$ cat src/rtl/text_window_generator_if.sv
// text_window_generator_if: pixel, buffer-write, cursor and Font_rom signals of the text window.
// master drives the pixel stream, writes and font_word; slave is the generator itself.
interface text_window_generator_if #(parameter int AW = 4);
   logic          video_on;
   logic [9:0]    pixel_x;
   logic [9:0]    pixel_y;
   logic          frame_tick;
   logic          wr_en;
   logic [AW-1:0] wr_addr;
   logic [6:0]    wr_char;
   logic [6:0]    cur_col;
   logic [4:0]    cur_row;
   logic [7:0]    switch;
   logic [10:0]   font_addr;
   logic [7:0]    font_word;
   logic [2:0]    rgb_text;
   modport master (
      output video_on, pixel_x, pixel_y, frame_tick, wr_en, wr_addr, wr_char,
             cur_col, cur_row, switch, font_word,
      input  font_addr, rgb_text
   );
   modport slave (
      input  video_on, pixel_x, pixel_y, frame_tick, wr_en, wr_addr, wr_char,
             cur_col, cur_row, switch, font_word,
      output font_addr, rgb_text
   );
endinterface

$ cat src/rtl/text_window_generator.sv
// text_window_generator: N_COLS x N_ROWS text window of 8x16 glyphs from a writable buffer.
// Define CURSOR_BLINK_EN to add a frame-counted blinking cursor that swaps fg/bg in its cell.
module text_window_generator #(
   parameter int N_COLS       = 8,
   parameter int N_ROWS       = 2,
   parameter int X0           = 0,
   parameter int Y0           = 0,
   parameter int BLINK_FRAMES = 30,
   parameter int AW           = (N_COLS * N_ROWS > 1) ? $clog2(N_COLS * N_ROWS) : 1
) (
   input  logic                   clk,
   input  logic                   reset_n,
   text_window_generator_if.slave bus
);
   localparam int N_CELLS = N_COLS * N_ROWS;
   logic [9:0]    dx, dy;
   logic          in_win, cur_hit, phase;
   logic [AW-1:0] rd_addr;
   logic [6:0]    mem [N_CELLS];
   logic [6:0]    s0_char, s0_col;
   logic [4:0]    s0_row;
   logic [3:0]    s0_grow;
   logic [2:0]    s0_bit, s1_bit, fg, bg;
   logic          s0_win, s0_von, s1_win, s1_von, s1_swap;
   always_comb begin
      dx      = bus.pixel_x - 10'(X0);
      dy      = bus.pixel_y - 10'(Y0);
      in_win  = int'(bus.pixel_x) >= X0 && int'(bus.pixel_x) < X0 + 8 * N_COLS &&
                int'(bus.pixel_y) >= Y0 && int'(bus.pixel_y) < Y0 + 16 * N_ROWS;
      rd_addr = in_win ? AW'(int'(dy[9:4]) * N_COLS + int'(dx[9:3])) : '0;
      cur_hit = phase && s0_win && s0_col == bus.cur_col && s0_row == bus.cur_row;
      fg      = s1_swap ? bus.switch[5:3] : bus.switch[2:0];
      bg      = s1_swap ? bus.switch[2:0] : bus.switch[5:3];
   end
   // Writes land on the edge, so an S0 read of the same cell in that cycle sees the old code.
   always_ff @(posedge clk or negedge reset_n)
      if (!reset_n)
         for (int i = 0; i < N_CELLS; i++) mem[i] <= '0;
      else if (bus.wr_en && int'(bus.wr_addr) < N_CELLS)
         mem[AW'(bus.wr_addr)] <= bus.wr_char;
   always_ff @(posedge clk or negedge reset_n)
      if (!reset_n) begin
         s0_char      <= '0;
         s0_col       <= '0;
         s0_row       <= '0;
         s0_grow      <= '0;
         s0_bit       <= '0;
         s0_win       <= 1'b0;
         s0_von       <= 1'b0;
         s1_bit       <= '0;
         s1_win       <= 1'b0;
         s1_von       <= 1'b0;
         s1_swap      <= 1'b0;
         bus.font_addr <= '0;
         bus.rgb_text  <= '0;
      end else begin
         s0_char      <= mem[rd_addr];
         s0_col       <= dx[9:3];
         s0_row       <= dy[8:4];
         s0_grow      <= dy[3:0];
         s0_bit       <= dx[2:0];
         s0_win       <= in_win;
         s0_von       <= bus.video_on;
         if (s0_win) bus.font_addr <= {s0_char, s0_grow};
         s1_bit       <= s0_bit;
         s1_win       <= s0_win;
         s1_von       <= s0_von;
         s1_swap      <= cur_hit;
         bus.rgb_text <= !s1_von ? 3'b000 : (s1_win && bus.font_word[3'd7 - s1_bit]) ? fg : bg;
      end
`ifdef CURSOR_BLINK_EN
   localparam int CW = BLINK_FRAMES > 1 ? $clog2(BLINK_FRAMES) : 1;
   logic [CW-1:0] blink_cnt;
   logic          blink_wrap;
   assign blink_wrap = blink_cnt == CW'(BLINK_FRAMES - 1);
   always_ff @(posedge clk or negedge reset_n)
      if (!reset_n) begin
         blink_cnt <= '0;
         phase     <= 1'b0;
      end else if (bus.frame_tick) begin
         blink_cnt <= blink_wrap ? '0 : blink_cnt + 1'b1;
         phase     <= blink_wrap ? ~phase : phase;
      end
`else
   assign phase = 1'b0;
`endif
endmodule
$ cat src/flat_wrapper.sv
// flat-port wrapper written by rule: the top's interface ports become plain ports
module text_window_generator_flat 
#(
   parameter int N_COLS       = 8,
   parameter int N_ROWS       = 2,
   parameter int X0           = 0,
   parameter int Y0           = 0,
   parameter int BLINK_FRAMES = 30,
   parameter int AW           = (N_COLS * N_ROWS > 1) ? $clog2(N_COLS * N_ROWS) : 1
)
  (clk, reset_n, bus_video_on, bus_pixel_x, bus_pixel_y, bus_frame_tick, bus_wr_en, bus_wr_addr, bus_wr_char, bus_cur_col, bus_cur_row, bus_switch, bus_font_word, bus_font_addr, bus_rgb_text);
  text_window_generator_if #(.AW(AW)) bus_i ();
  input  logic clk;
  input  logic reset_n;
  input wire logic [$bits(bus_i.video_on)-1:0] bus_video_on;
  input wire logic [$bits(bus_i.pixel_x)-1:0] bus_pixel_x;
  input wire logic [$bits(bus_i.pixel_y)-1:0] bus_pixel_y;
  input wire logic [$bits(bus_i.frame_tick)-1:0] bus_frame_tick;
  input wire logic [$bits(bus_i.wr_en)-1:0] bus_wr_en;
  input wire logic [$bits(bus_i.wr_addr)-1:0] bus_wr_addr;
  input wire logic [$bits(bus_i.wr_char)-1:0] bus_wr_char;
  input wire logic [$bits(bus_i.cur_col)-1:0] bus_cur_col;
  input wire logic [$bits(bus_i.cur_row)-1:0] bus_cur_row;
  input wire logic [$bits(bus_i.switch)-1:0] bus_switch;
  input wire logic [$bits(bus_i.font_word)-1:0] bus_font_word;
  output wire logic [$bits(bus_i.font_addr)-1:0] bus_font_addr;
  output wire logic [$bits(bus_i.rgb_text)-1:0] bus_rgb_text;
  assign bus_i.video_on = bus_video_on;
  assign bus_i.pixel_x = bus_pixel_x;
  assign bus_i.pixel_y = bus_pixel_y;
  assign bus_i.frame_tick = bus_frame_tick;
  assign bus_i.wr_en = bus_wr_en;
  assign bus_i.wr_addr = bus_wr_addr;
  assign bus_i.wr_char = bus_wr_char;
  assign bus_i.cur_col = bus_cur_col;
  assign bus_i.cur_row = bus_cur_row;
  assign bus_i.switch = bus_switch;
  assign bus_i.font_word = bus_font_word;
  assign bus_font_addr = bus_i.font_addr;
  assign bus_rgb_text = bus_i.rgb_text;
  text_window_generator #(.N_COLS(N_COLS), .N_ROWS(N_ROWS), .X0(X0), .Y0(Y0), .BLINK_FRAMES(BLINK_FRAMES), .AW(AW)) u_core (.clk(clk), .reset_n(reset_n), .bus(bus_i));
endmodule
$ cat config.mk
export PLATFORM = sky130hd
export DESIGN_NAME = text_window_generator_flat
export DESIGN_NICKNAME = d
export VERILOG_FILES = /design/src/rtl/text_window_generator_if.sv /design/src/rtl/text_window_generator.sv /design/src/flat_wrapper.sv
export SDC_FILE = /design/constraint.sdc
export NUM_CORES = 1
export LEC_CHECK = 0
export ABC_CLOCK_PERIOD_IN_PS = 1900
export BUFFER_PORTS_ARGS = -buffer_cell sky130_fd_sc_hd__buf_4
export CORE_MARGIN = 2
export CORE_UTILIZATION = 55
export DETAILED_ROUTE_END_ITERATION = 7
export GPL_ROUTABILITY_DRIVEN = 0
export PLACE_DENSITY = 0.83
export REMOVE_ABC_BUFFERS = 1
export SYNTH_ARGS = -nofsm -noshare
export SYNTH_HDL_FRONTEND = slang
export SYNTH_SLANG_ARGS = --single-unit
$ cat constraint.sdc
create_clock -name clk -period 1.9 [get_ports clk]
set_input_delay 0.57 -clock clk [delete_from_list [all_inputs] [get_ports clk]]
set_output_delay 0.57 -clock clk [all_outputs]
set_load 0.03 [all_outputs]
==> summary.md, run 1 <==
For the source-to-sink clock delay at the later pin of the worst-skew pair, the log shows 0.43 ns. The die is 116 µm wide. The proportion of layout cells with a drive suffix above 1 was 49.0%; the antenna violation net count after detailed routing was 0. Data arrives at the worst endpoint at 2.18 ns.

The setup-violating endpoint count in the final report was 0; the total half-perimeter wirelength after legalization and detailed placement was 12,100 µm. For the pin with the worst max-slew slack, the measured transition is 0.498 ns. Clock-pin slew was measured on the worst setup and hold paths at 0.06 ns. After global routing the overflow that remains totals 0. Using the TritonRoute via totals, the vias-per-cell ratio works out to 6.35. The total length of routed wires was 17,800 µm. CTS saw 147 sinks. Relative to the synthesized area, the layout overhead comes to 22.9%. The run gives 17 as the number of buffers added by the clock tree synthesis step.

Along the worst path, the maximum fanout reaches 8. The synthesized netlist contains 46 unique library cells. Before antenna repair, the detailed router went through 6 iterations. The largest total area in the synthesized netlist belongs to sky130_fd_sc_hd__dfrtp_1.

The number of primary I/O pins was 78; the height of the chip was 116 µm. For the total via count in the routed design, the log shows 5,058. The starting density of the core is 56.7%.

0 antenna diodes ended up in the layout. The number of synthesized flops with an enable pin was 0. By area the synthesized netlist is led by sky130_fd_sc_hd__dfrtp_1, sky130_fd_sc_hd__mux2_2, sky130_fd_sc_hd__mux2i_1.

In the synthesized netlist the dominant register cell turns out to be sky130_fd_sc_hd__dfrtp_1. The logs give 2.18 ns for the required arrival time at the worst endpoint and 13,400 µm² for the die area. The DRC marker count from the first detailed-route iteration was 600.

STA classifies the critical path endpoint as a flop. The tools report the number of rows created at floorplan as 40. The synthesized area per cell was 13.3 µm².

TritonCTS built the clock tree. The tools report the area inside the core boundary as 12,100 µm². Across all hold checks on the routed design, the worst slack comes to 0.0666 ns. The tightest min-delay check is of the input pin to asynchronous set/reset pin type. Most utilized layer in the global route result: met2. The first global-routing pass estimated 27,900 µm of wire. Measured against its own limit, the worst slew margin works out to 66.7%. The tools report the final-stage net count as 680. Average routed wire per standard cell: 22.3 µm. The critical register-to-register path endpoint is u_core.bus.rgb_text[0]$_DFF_PN0_. The library cells used most frequently in the layout, excluding fill and tap cells, are sky130_fd_sc_hd__dfrtp_1, sky130_fd_sc_hd__mux2_2, sky130_fd_sc_hd__buf_4, sky130_fd_sc_hd__nor2_1. The run gives 33.9% as the met1 demand-to-capacity share in global routing. Clock skew on the completed layout was measured at 0.00851 ns. The element type at the critical path start is an input pin. For the count of final hold-check violations, the log shows 0. The count of final max-slew check failures came out at 0.

The count of yosys warnings during synthesis is 0. Input and output buffers added on the ports amount to 62. The global-route track usage on met2 was 47.5%; the share of the clock period used by the worst path after layout was 100%. After synthesis the netlist holds a flip-flop and latch count of 147. The worst path in the final design needs a cycle of 1.90 ns, including I/O delays and setup. CTS built an H-tree with a depth of 4.

The cell area after synthesis was 6860 µm²; the global-route total usage across every layer was 28.2%. In this run the deepest clock path goes through 2 buffers. For the global-route track usage on met3, the log shows 7.58%.

The initial antenna violation count is 0, and the share of synthesized registers carrying an async set or reset is 100%. Clock root buffer: sky130_fd_sc_hd__clkbuf_16. The number of global-route vias before repair is 5,305, and the leakage power of the design is 3.75 nW. Entering global routing, the biggest net connects 46 pins. The filler cells instantiated in the layout total 857.

The largest vdd supply drop came out at 0.000838 V. The worst register-to-register path begins at u_core.s1_bit[0]$_DFF_PN0_. The power density over the cells was 1080 nW/µm²; the worst setup slack for register-to-register paths was 0.11 ns. The sequential-to-total area share from yosys stat was 53.6%. Max-cap violations in this run came to 0. The cell count after synthesis came out at 515.

Of the post-synthesis cell area, the dominant cell type holds 53.6%. The flow ran to the end, and the final reports show no timing, DRC or antenna violations. In the routed design, unresolved DRC markers number 0.

The number of cells on the worst reg-to-reg path is 5. The final core area utilization came out at 69.6%. The classification of the worst setup path was input pin to flop. The commonest non-fill, non-tap cell in the layout was sky130_fd_sc_hd__dfrtp_1. Highest clock rate: 0.526 GHz.

Setup repair after global routing left no endpoint under its margin.
[Yosys cell counts, types with 3 or more instances]
library cell	n
sky130_fd_sc_hd__nand3b_1	3
sky130_fd_sc_hd__mux2_1	6
sky130_fd_sc_hd__and2_1	4
sky130_fd_sc_hd__o21ai_0	14
sky130_fd_sc_hd__a32oi_1	5
sky130_fd_sc_hd__nor2b_1	9
sky130_fd_sc_hd__and3_1	3
sky130_fd_sc_hd__nor2_1	23
sky130_fd_sc_hd__nand3_1	11
sky130_fd_sc_hd__a21oi_1	5
sky130_fd_sc_hd__a211oi_2	4
sky130_fd_sc_hd__a211oi_1	10
sky130_fd_sc_hd__a31oi_1	5
sky130_fd_sc_hd__buf_4	4
sky130_fd_sc_hd__clkbuf_1	18
sky130_fd_sc_hd__mux2_2	125
sky130_fd_sc_hd__o31a_2	7
sky130_fd_sc_hd__a311oi_1	7
sky130_fd_sc_hd__o22ai_1	7
sky130_fd_sc_hd__a2bb2oi_1	5
sky130_fd_sc_hd__buf_6	8
sky130_fd_sc_hd__buf_2	3
sky130_fd_sc_hd__nand2b_1	6
sky130_fd_sc_hd__a221oi_1	6
sky130_fd_sc_hd__o21ai_1	5
sky130_fd_sc_hd__nand2_1	11
sky130_fd_sc_hd__a221o_1	14
sky130_fd_sc_hd__dfrtp_1	147
sky130_fd_sc_hd__mux2i_1	17
[worst max path at each step]
stage | from | endpoint
detailed placement | bus_pixel_x[8] | u_core.s0_char[2]$_DFF_PN0_
global route | u_core.s1_bit[0]$_DFF_PN0_ | u_core.bus.rgb_text[0]$_DFF_PN0_
finish | bus_pixel_x[6] | u_core.s0_char[2]$_DFF_PN0_
floorplan | bus_pixel_x[8] | u_core.s0_char[0]$_DFF_PN0_
global placement | bus_pixel_x[6] | u_core.s0_char[1]$_DFF_PN0_
CTS | bus_pixel_x[8] | u_core.s0_char[2]$_DFF_PN0_
[repair_timing]
| action | in CTS | in global routing |
|---|---|---|
| hold buffers | 0 | 0 |
| cloned | 0 | 0 |
| gates resized for setup | 0 | 8 |
| pin swaps | 1 | 2 |
| endpoints found under the setup margin | 1 | 7 |
| setup buffers | 0 | 2 |
[flip-flops by register name, summed over array words and instances (netlist names)]
register              cells
u_core.s0_von             1
u_core.s1_bit             3
u_core.bus.font_addr     11
u_core.mem              112
u_core.s0_bit             3
u_core.s0_win             1
u_core.s1_win             1
u_core.s0_grow            4
u_core.bus.rgb_text       3
u_core.s0_char            7
u_core.s1_von             1
[worst max-delay path, stage by stage]
cell and delay (ns):
sky130_fd_sc_hd__buf_4 0.12, sky130_fd_sc_hd__nor4_4 0.24, sky130_fd_sc_hd__buf_4 0.21, sky130_fd_sc_hd__and3_4 0.22, sky130_fd_sc_hd__nand2_2 0.09, sky130_fd_sc_hd__buf_4 0.15
sky130_fd_sc_hd__a221oi_1 0.38, sky130_fd_sc_hd__o22ai_1 0.20
[power by group]
part	internal, W	switching [W]	leakage, nW
combinational	0.000814	0.000619	1.63
sequential	0.00375	0.000403	1.82
clock	0.00222	0.00128	0.305
total	0.00678	0.00230	3.75
[through the flow]
stage	worst slack, ns	cells	setup TNS, ns	cell area, µm²	total power, W
6_report	0.000153	797	0	8430	0.00909
3_3_place_gp	-0.405	763	-3.65	7760	0.00546
2_1_floorplan	-0.481	479	-3.30	6630	0.00494
4_1_cts	0.00122	795	0	8390	0.00911
5_1_grt	0.00878	797	0	8430	0.00943
3_5_place_dp	-0.467	763	-4.46	7760	0.00558
[area by class of cell]
cell class | count | area (µm²) | area share, %
clock inverter | 14 | 186 | 2.21
timing repair buffer | 118 | 940 | 11.1
multi-input combinational | 332 | 2980 | 35.3
sequential | 147 | 3680 | 43.6
tap | 168 | 210 | 2.49
clock buffer | 18 | 439 | 5.21
[routing by layer]
| metal | wire (µm) | vias up |
|---|---|---|
| met5 | 0 | - |
| met4 | 675 | 0 |
| met3 | 1620 | 78 |
| met2 | 8690 | 311 |
| met1 | 6780 | 2523 |
| li1 | - | 2146 |
[kinds of logic (layout without fill, tap and decap cells)]
group / Yosys count / in the layout / share of synthesized area (%)
AOI/OAI and AO/OA: 99 / 99 / 11.5
buffers and inverters: 36 / 150 / 3.39
DFF: 147 / 147 / 53.6
muxes: 150 / 150 / 24.6
and+or+nand+nor: 83 / 83 / 6.91
Note: power is estimated with default switching activity, not from simulation.
==> run 2, diff against run 1 <==
- CTS_BUF_LIST: not set -> sky130_fd_sc_hd__clkbuf_16
==> run 2 against run 1 <==
Sequential power hardly changed. Power decreased by 0.54%. Combinational power barely moved.
==> summary.md, run 2 (synthesized netlist as in run 1, its figures left out) <==
In this run the critical register-to-register path is launched from u_core.s1_bit[0]$_DFF_PN0_. The sequential cell area is 3680 µm², and the total length of routed wires is 17,700 µm. Of the available clock period, the critical path in the final layout requires 98.0%. The hold buffer count at cts was 0. The number of buffers on the longest clock path is 2, and the number of primary I/O pins is 78.

From left edge to right edge, the die measures 116 µm. The area growth from synthesis to layout is 22.8%. The root buffer cell chosen for the clock tree is sky130_fd_sc_hd__clkbuf_16. Power spread over the standard cell area amounts to 1070 nW/µm². The area inside the core boundary came out at 12,100 µm².

Total iterations of the first detailed-routing run: 6. Counting the fill cells in the layout gives 857. After detailed routing, the number of vias per cell comes to 6.30. Global-route total usage across every layer: 28.2%. Setup repair after global routing left no endpoint under its margin.

The delay of the slowest critical-path stage came out at 0.32 ns. TritonCTS built the clock tree. For the pin with the worst max-slew slack, the measured transition is 0.536 ns. For the count of final hold-check violations, the log shows 0. Setup slack on the worst reg-to-reg path comes out at 0.11 ns. The element type at the critical path start was an input pin. TritonCTS created 17 clock buffers.

After legalization and detailed placement, the total HPWL measured 12,100 µm. At the worst endpoint, the arrival time is 2.14 ns. The die covers 13,400 µm². Post-layout instance count excluding filler cells: 797. The final core area utilization came out at 69.5%.

The commonest non-fill, non-tap cell in the layout is sky130_fd_sc_hd__dfrtp_1. The height of the chip came out at 116 µm. The tool flagged a number of max-cap violations equal to 0. The flow ran to the end, and the final reports show no timing, DRC or antenna violations. The first global-routing pass estimated 27,800 µm of wire. The count of final max-slew check failures is 0, and the total via count in the routed design is 5,022.

The run gives 40 as the number of rows created at floorplan. 0 antenna diodes ended up in the layout. The analysis attributes to cell leakage a power of 3.75 nW. Leaving out fill and tap cells, the most frequent cells in the layout are sky130_fd_sc_hd__dfrtp_1, sky130_fd_sc_hd__mux2_2, sky130_fd_sc_hd__buf_4, sky130_fd_sc_hd__nor2_1. The critical path in this run is classified as input pin to flop. The number of sinks driven by the clock tree is 147. The logs give 5,323 for the number of global-route vias before repair and 56.7% for the starting density of the core. Prior to clock tree synthesis, the placed netlist has a worst setup slack of -0.467 ns. The DRC marker count from the first detailed-route iteration was 620; the largest driver fanout on the critical path was 8.

The finished cells cover 8420 µm². The clock-pin transition on the worst setup and hold timing paths is 0.06 ns. The worst register-to-register path ends at u_core.bus.rgb_text[0]$_DFF_PN0_. The number of I/O port buffers was 62. The maximum number of pins on one net before global-route repair was 46; the antenna violation net count after detailed routing was 0. u_core.mem holds more flip-flops than any other register.

The highest clock rate is 0.537 GHz, and the largest vdd supply drop is 0.000839 V. For the final-stage net count, the log shows 680. In the final layout, the registers with the most flip-flops are u_core.mem x112, u_core.bus.font_addr x11, u_core.s0_char x7. The remaining max-slew budget at the tightest pin is 64.2%.

Clock skew on the completed layout was measured at 0.00757 ns. Setup violations remaining at the end of the flow were counted as 0. For this run the aggregate overflow at the end of global routing stands at 0. The cell seen most often among critical-path stages was sky130_fd_sc_hd__buf_4. STA classifies the critical path endpoint as a flop. Once routing completed, OpenROAD measured the worst setup slack at 0.0375 ns. The maximum level of the CTS H-tree is 4.

Walking the worst path, the cells encountered are buf_4 -> nor4_4 -> buf_4 -> nand3_2 -> a221o_1 -> o21ai_0 -> buf_4 -> o22ai_1. The library cell contributing the largest single delay on the critical path is sky130_fd_sc_hd__a221o_1. Type of the tightest min-delay check: input pin to asynchronous set/reset pin.

The number of flip-flops in the largest register was 112; the number of cells traversed by the worst register-to-register path was 5. The required arrival time at the worst endpoint was 2.18 ns. Summing all multi-input logic gate instances after layout gives 2980 µm².

The tools report the total DRC errors in the routed layout as 0. The minimum period implied by the final worst setup slack was 1.86 ns; the source-to-sink clock delay at the later pin of the worst-skew pair was 0.43 ns. Of the cells placed in the final design, the portion with a size suffix greater than 1 is 48.8%. The placed cell area came out at 7760 µm². The logs give 0 for the initial antenna violation count and 763 for the number of cells in the design after placement.

The average routed wire per standard cell was 22.3 µm.
run 2: cell types whose count changed in the layout (fill, tap and decap cells not counted):
cell                       previous run  this run
sky130_fd_sc_hd__clkbuf_8             1         0
sky130_fd_sc_hd__clkinv_1             0         1
run 2: what timing repair did:
| action | in CTS | in global routing |
|---|---|---|
| gates resized for setup | 0 | 8 |
| endpoints found under the hold margin | 0 | 0 |
| endpoints found under the setup margin | 1 | 7 |
| setup buffers | 0 | 2 |
| pin swaps | 1 | 2 |
run 2: area by class of cell:
class / instances / area share, %
Clock inverter: 15 / 2.26
Timing Repair Buffer: 118 / 11.2
Sequential cell: 147 / 43.7
Tap cell: 168 / 2.50
Clock buffer: 17 / 5.05
Multi-Input combinational cell: 332 / 35.4
run 2: worst max-delay path by stage:
stage,slack (ns),from,cells after the start,endpoint
after floorplan,-0.48,bus_pixel_x[8],5,u_core.s0_char[0]$_DFF_PN0_
after global placement,-0.40,bus_pixel_x[6],8,u_core.s0_char[1]$_DFF_PN0_
after detailed placement,-0.47,bus_pixel_x[8],6,u_core.s0_char[2]$_DFF_PN0_
after CTS,0.001,bus_pixel_x[8],6,u_core.s0_char[2]$_DFF_PN0_
after global routing,0.009,u_core.s1_bit[0]$_DFF_PN0_,5,u_core.bus.rgb_text[0]$_DFF_PN0_
final,0.04,bus_pixel_x[6],8,u_core.s0_char[6]$_DFF_PN0_
run 2: critical path: cells and delay by family:
| kind | cells | cell delay (ns) |
|---|---|---|
| simple gates | 2 | 0.42 |
| compound gates | 3 | 0.66 |
| buf+inv | 3 | 0.49 |
run 2: report_power, final:
part	switching [W]	leakage (nW)	internal, W
logic	0.000619	1.63	0.000814
registers	0.000405	1.82	0.00375
clock network	0.00127	0.300	0.00218
run 2: routing by layer:
metal / part of all wire (%) / vias to the layer above / GRT usage, %
met2: 49 / 322 / 47.4
met5: 0 / - / 0
li1: - / 2144 / -
met1: 38 / 2487 / 33.6
met3: 9.6 / 69 / 8.00
met4: 3.5 / 0 / 13.2
run 2: per-stage QoR:
step,power (W),TNS (ns),hold slack [ns]
final,0.00904,0,0.0665
after global routing,0.00939,0,0.0905
after detailed placement,0.00558,-4.46,0.337
after floorplan,0.00494,-3.30,0.274
after CTS,0.00906,0,0.0710
after global placement,0.00546,-3.65,0.333
==> run 3, diff against run 2 <==
- ABC_AREA: not set -> 1
==> run 3 against run 2 <==
Die area rose by 2.0%. First-iteration DRC count shrank 6.0%. Largest cell class unchanged. Highest routed layer unchanged. Global-route usage decreased by 0.25 points.
==> summary.md, run 3 <==
The flow ran to the end, and the final reports show no timing, DRC or antenna violations. The leakage power of the design came out at 4.26 nW. u_core.mem holds more flip-flops than any other register. Clock-pin slew was measured on the worst setup and hold paths at 0.06 ns. The logs give 27.9% for the global-route total usage across every layer and 5 for the total iterations of the first detailed-routing run. The net switching power of the design was 0.00229 W; the synthesized flop and latch total was 147. For the worst setup path, the data arrival time is 2.02 ns. The tools report the area inside the core boundary as 12,500 µm². For this design the ratio of total power to cell area is 1020 nW/µm². Dividing the detail-routed wire length by the instance count gives 15.7 µm. Type of the tightest min-delay check: input pin to asynchronous set/reset pin.

Net switching is 26.5% of the power. The initialized floorplan defines 41 standard-cell rows. The required arrival time at the worst endpoint came out at 2.26 ns. The hold buffer count at cts is 0, and the global-route track usage on met2 is 45.6%. Global routing used 6.85% of the available met3 tracks. Timing would allow up to 0.603 GHz. The repair_antennas step left the layout with diodes totalling 0.

The largest registers in the layout are u_core.mem x112, u_core.bus.font_addr x11, u_core.s0_char x7. Counting flops with a built-in enable in the synthesized netlist gives 0. The overall die width was 117 µm.

Post-CTS setup buffer count: 0. The tools report the power share of the sequential group as 45.8%. The setup-violating endpoint count in the final report was 0. The clock passes through at most 2 buffers. The total length of routed wires came out at 17,300 µm. The logs give 0 for the count of final max-slew check failures and 52.5% for the sequential-to-total area share from yosys stat.

Sorting the synthesized cells by how often they occur yields sky130_fd_sc_hd__nand2_1, sky130_fd_sc_hd__dfrtp_1, sky130_fd_sc_hd__o21ai_0, sky130_fd_sc_hd__inv_1, sky130_fd_sc_hd__nand3_1. The source-to-sink clock delay at the later pin of the worst-skew pair was 0.43 ns. Combinational logic burns 14.2% of the power.

The clock root buffer was sky130_fd_sc_hd__clkbuf_16. Cells with a size suffix above 1 make up 17.6% of the layout. The tools report the remaining max-slew budget at the tightest pin as 64.1%. For this run, design rule violations remaining after detail routing come to 0.

The height of the chip was 117 µm; the total via count in the routed design was 5,993. Number of global-route vias before repair: 5,848. The worst setup path is launched from an input pin. On the final layout, the worst clock skew is 0.00585 ns. Entering global routing, the biggest net connects 41 pins. The most utilized layer in the global route result was met2. The run gives 0 as the count of yosys warnings during synthesis. The startpoint identified for the worst register-to-register timing path is u_core.s1_bit[0]$_DFF_PN0_.

Fill cells in the final layout number 981. The setup path with the least slack is of type input pin to flop. The die covers 13,700 µm². Across the VDD grid, the largest voltage drop is 0.00105 V. The tools report the total half-perimeter wirelength after legalization and detailed placement as 11,500 µm.

The top cell types in the final layout, fill and taps aside, are sky130_fd_sc_hd__nand2_1, sky130_fd_sc_hd__dfrtp_1, sky130_fd_sc_hd__o21ai_0, sky130_fd_sc_hd__inv_1, sky130_fd_sc_hd__buf_4. The run gives 583 as the DRC marker count from the first detailed-route iteration. The final layout contains 981 nets. The worst setup slack for register-to-register paths is 0.40 ns. Across the whole layout, storage elements account for 3680 µm². The share of the clock period used by the worst path after layout is 87.2%.

The worst setup path is captured at a flop. The run gives 0 ns as the final total negative setup slack. Largest area contributor in the netlist: sky130_fd_sc_hd__dfrtp_1.

Overall power consumption after layout is estimated at 0.00865 W. The worst register-to-register path ends at u_core.bus.rgb_text[1]$_DFF_PN0_. The number of flip-flops in the largest register is 112, and the cell area after synthesis is 7000 µm².

The synthesized design devotes to its leading area cell type 52.5% of total area. 78 I/O pins were placed. Clock tree synthesis found a total of 147 sinks. Among all cell types in the netlist, the one instantiated most often is sky130_fd_sc_hd__nand2_1. The number of vias per cell is 5.44, and the met1 demand-to-capacity share in global routing is 34.9%. The worst path needs 1.66 ns of the cycle, external delays included.

The first global-routing pass estimated 28,600 µm of wire. The clock network fraction of total power was 40.1%. Synthesis handed over a netlist of 846 instances.

The number of distinct library cells after synthesis was 25; the multi-input logic area was 2570 µm². The commonest non-fill, non-tap cell in the layout is sky130_fd_sc_hd__nand2_1. Relative to the synthesized area, the layout overhead comes to 21.4%. The detail route stage leaves a number of antenna-violating nets equal to 0.

The total global routing overflow came out at 0. For the pin with the worst max-slew slack, the measured transition is 0.538 ns. The count of final hold-check violations came out at 0. The internal power of the cells totals 0.00636 W. The max-cap check violation count was 0; the share of synthesized registers carrying an async set or reset was 100%. Setup repair after global routing left no endpoint under its margin. The post-cts resize count is 0.

For this configuration, the core starts out at a cell density of 56.0%. Buffers placed on the I/O ports in this run total 62. After synthesis, the cell types taking the most area are sky130_fd_sc_hd__dfrtp_1, sky130_fd_sc_hd__nand2_1, sky130_fd_sc_hd__o21ai_0.

The dominant register cell in the synthesized netlist is sky130_fd_sc_hd__dfrtp_1. The initial antenna violation count was 0; the largest driver fanout on the critical path was 21. The number of cells traversed by the worst register-to-register path was 8; the maximum level of the CTS H-tree was 4. TritonCTS built the clock tree. In this run, CTS created clock tree buffers numbering 17. After synthesis, the mean cell area works out to 8.28 µm².
==> run 3: cell types whose count changed in the layout (fill, tap and decap cells not counted), sizes merged, moves of 14 or more <==
cell,delta
nand2,+187
mux2,-120
inv,+112
o21ai,+97
nand3,+69
nand4,+56
nor2,+33
mux2i,-16
a211oi,-14
a221o,-14
==> run 3: cell type report <==
class,instances,area share [%]
Tap cell,172,2.53
Sequential cell,147,43.3
Clock buffer,17,5.00
Clock inverter,15,2.24
Timing Repair Buffer,107,11.7
Multi-Input combinational cell,531,30.3
Inverter,113,5.00
==> run 3: cells by family (layout without fill, tap and decap cells) <==
kind of cell	count (synthesis)	after routing	share of synthesized area [%]
AO/OA/AOI/OAI	121	121	8.79
buffers and inverters	168	252	10.7
flip-flops	147	147	52.5
multiplexers	12	12	1.91
AND/OR/NAND/NOR	398	398	26.0
==> run 3: critical path: stages <==
cell                      delay (ns)
sky130_fd_sc_hd__buf_4          0.11
sky130_fd_sc_hd__nor2_1         0.12
sky130_fd_sc_hd__nand2_2        0.10
sky130_fd_sc_hd__nor2_8         0.19
sky130_fd_sc_hd__buf_12         0.14
sky130_fd_sc_hd__nand3_4        0.07
sky130_fd_sc_hd__buf_12         0.17
sky130_fd_sc_hd__nand2_1        0.07
sky130_fd_sc_hd__nand3_1        0.10
sky130_fd_sc_hd__nand3_1        0.13
sky130_fd_sc_hd__nand3_1        0.15
sky130_fd_sc_hd__nand2_1        0.10
==> run 3: power by group through the flow <==
stage	Clock, W	Combinational [W]	Sequential (W)
after global routing	0.00367	0.00142	0.00402
after floorplan	0	0.000734	0.00395
after global placement	0	0.00115	0.00397
after detailed placement	0	0.00120	0.00399
after CTS	0.00349	0.00123	0.00395
final	0.00346	0.00122	0.00396
==> run 3: worst max-delay path by stage <==
| stage | depth (start not counted) | endpoint | slack, ns | start |
|---|---|---|---|---|
| 6_report | 12 | u_core.s0_char[5]$_DFF_PN0_ | 0.24 | bus_pixel_y[9] |
| 4_1_cts | 12 | u_core.s0_char[5]$_DFF_PN0_ | 0.28 | bus_pixel_y[9] |
| 3_5_place_dp | 11 | u_core.s0_char[0]$_DFF_PN0_ | -0.12 | bus_pixel_y[6] |
| 2_1_floorplan | 9 | u_core.s0_char[1]$_DFF_PN0_ | -0.52 | bus_pixel_x[8] |
| 3_3_place_gp | 11 | u_core.s0_char[5]$_DFF_PN0_ | -0.13 | bus_pixel_y[9] |
| 5_1_grt | 12 | u_core.s0_char[5]$_DFF_PN0_ | 0.13 | bus_pixel_y[9] |
==> run 3: through the flow <==
step                area (µm²)  setup WS (ns)  utilization [%]  hold slack, ns  std cells
detailed placement        7890         -0.123             63.0           0.336       1070
CTS                       8500          0.284             67.9          0.0588       1102
global route              8500          0.129             67.9          0.0728       1102
finish                    8500          0.243             67.9          0.0526       1102
global placement          7890         -0.131             63.0           0.333       1070
floorplan                 6680         -0.518                -           0.274        791
==> run 3: routing by layer <==
metal | vias up | share of wire [%]
li1 | 2879 | -
met1 | 2797 | 41
met2 | 268 | 48
met3 | 49 | 7.3
met4 | 0 | 3.4
met5 | - | 0
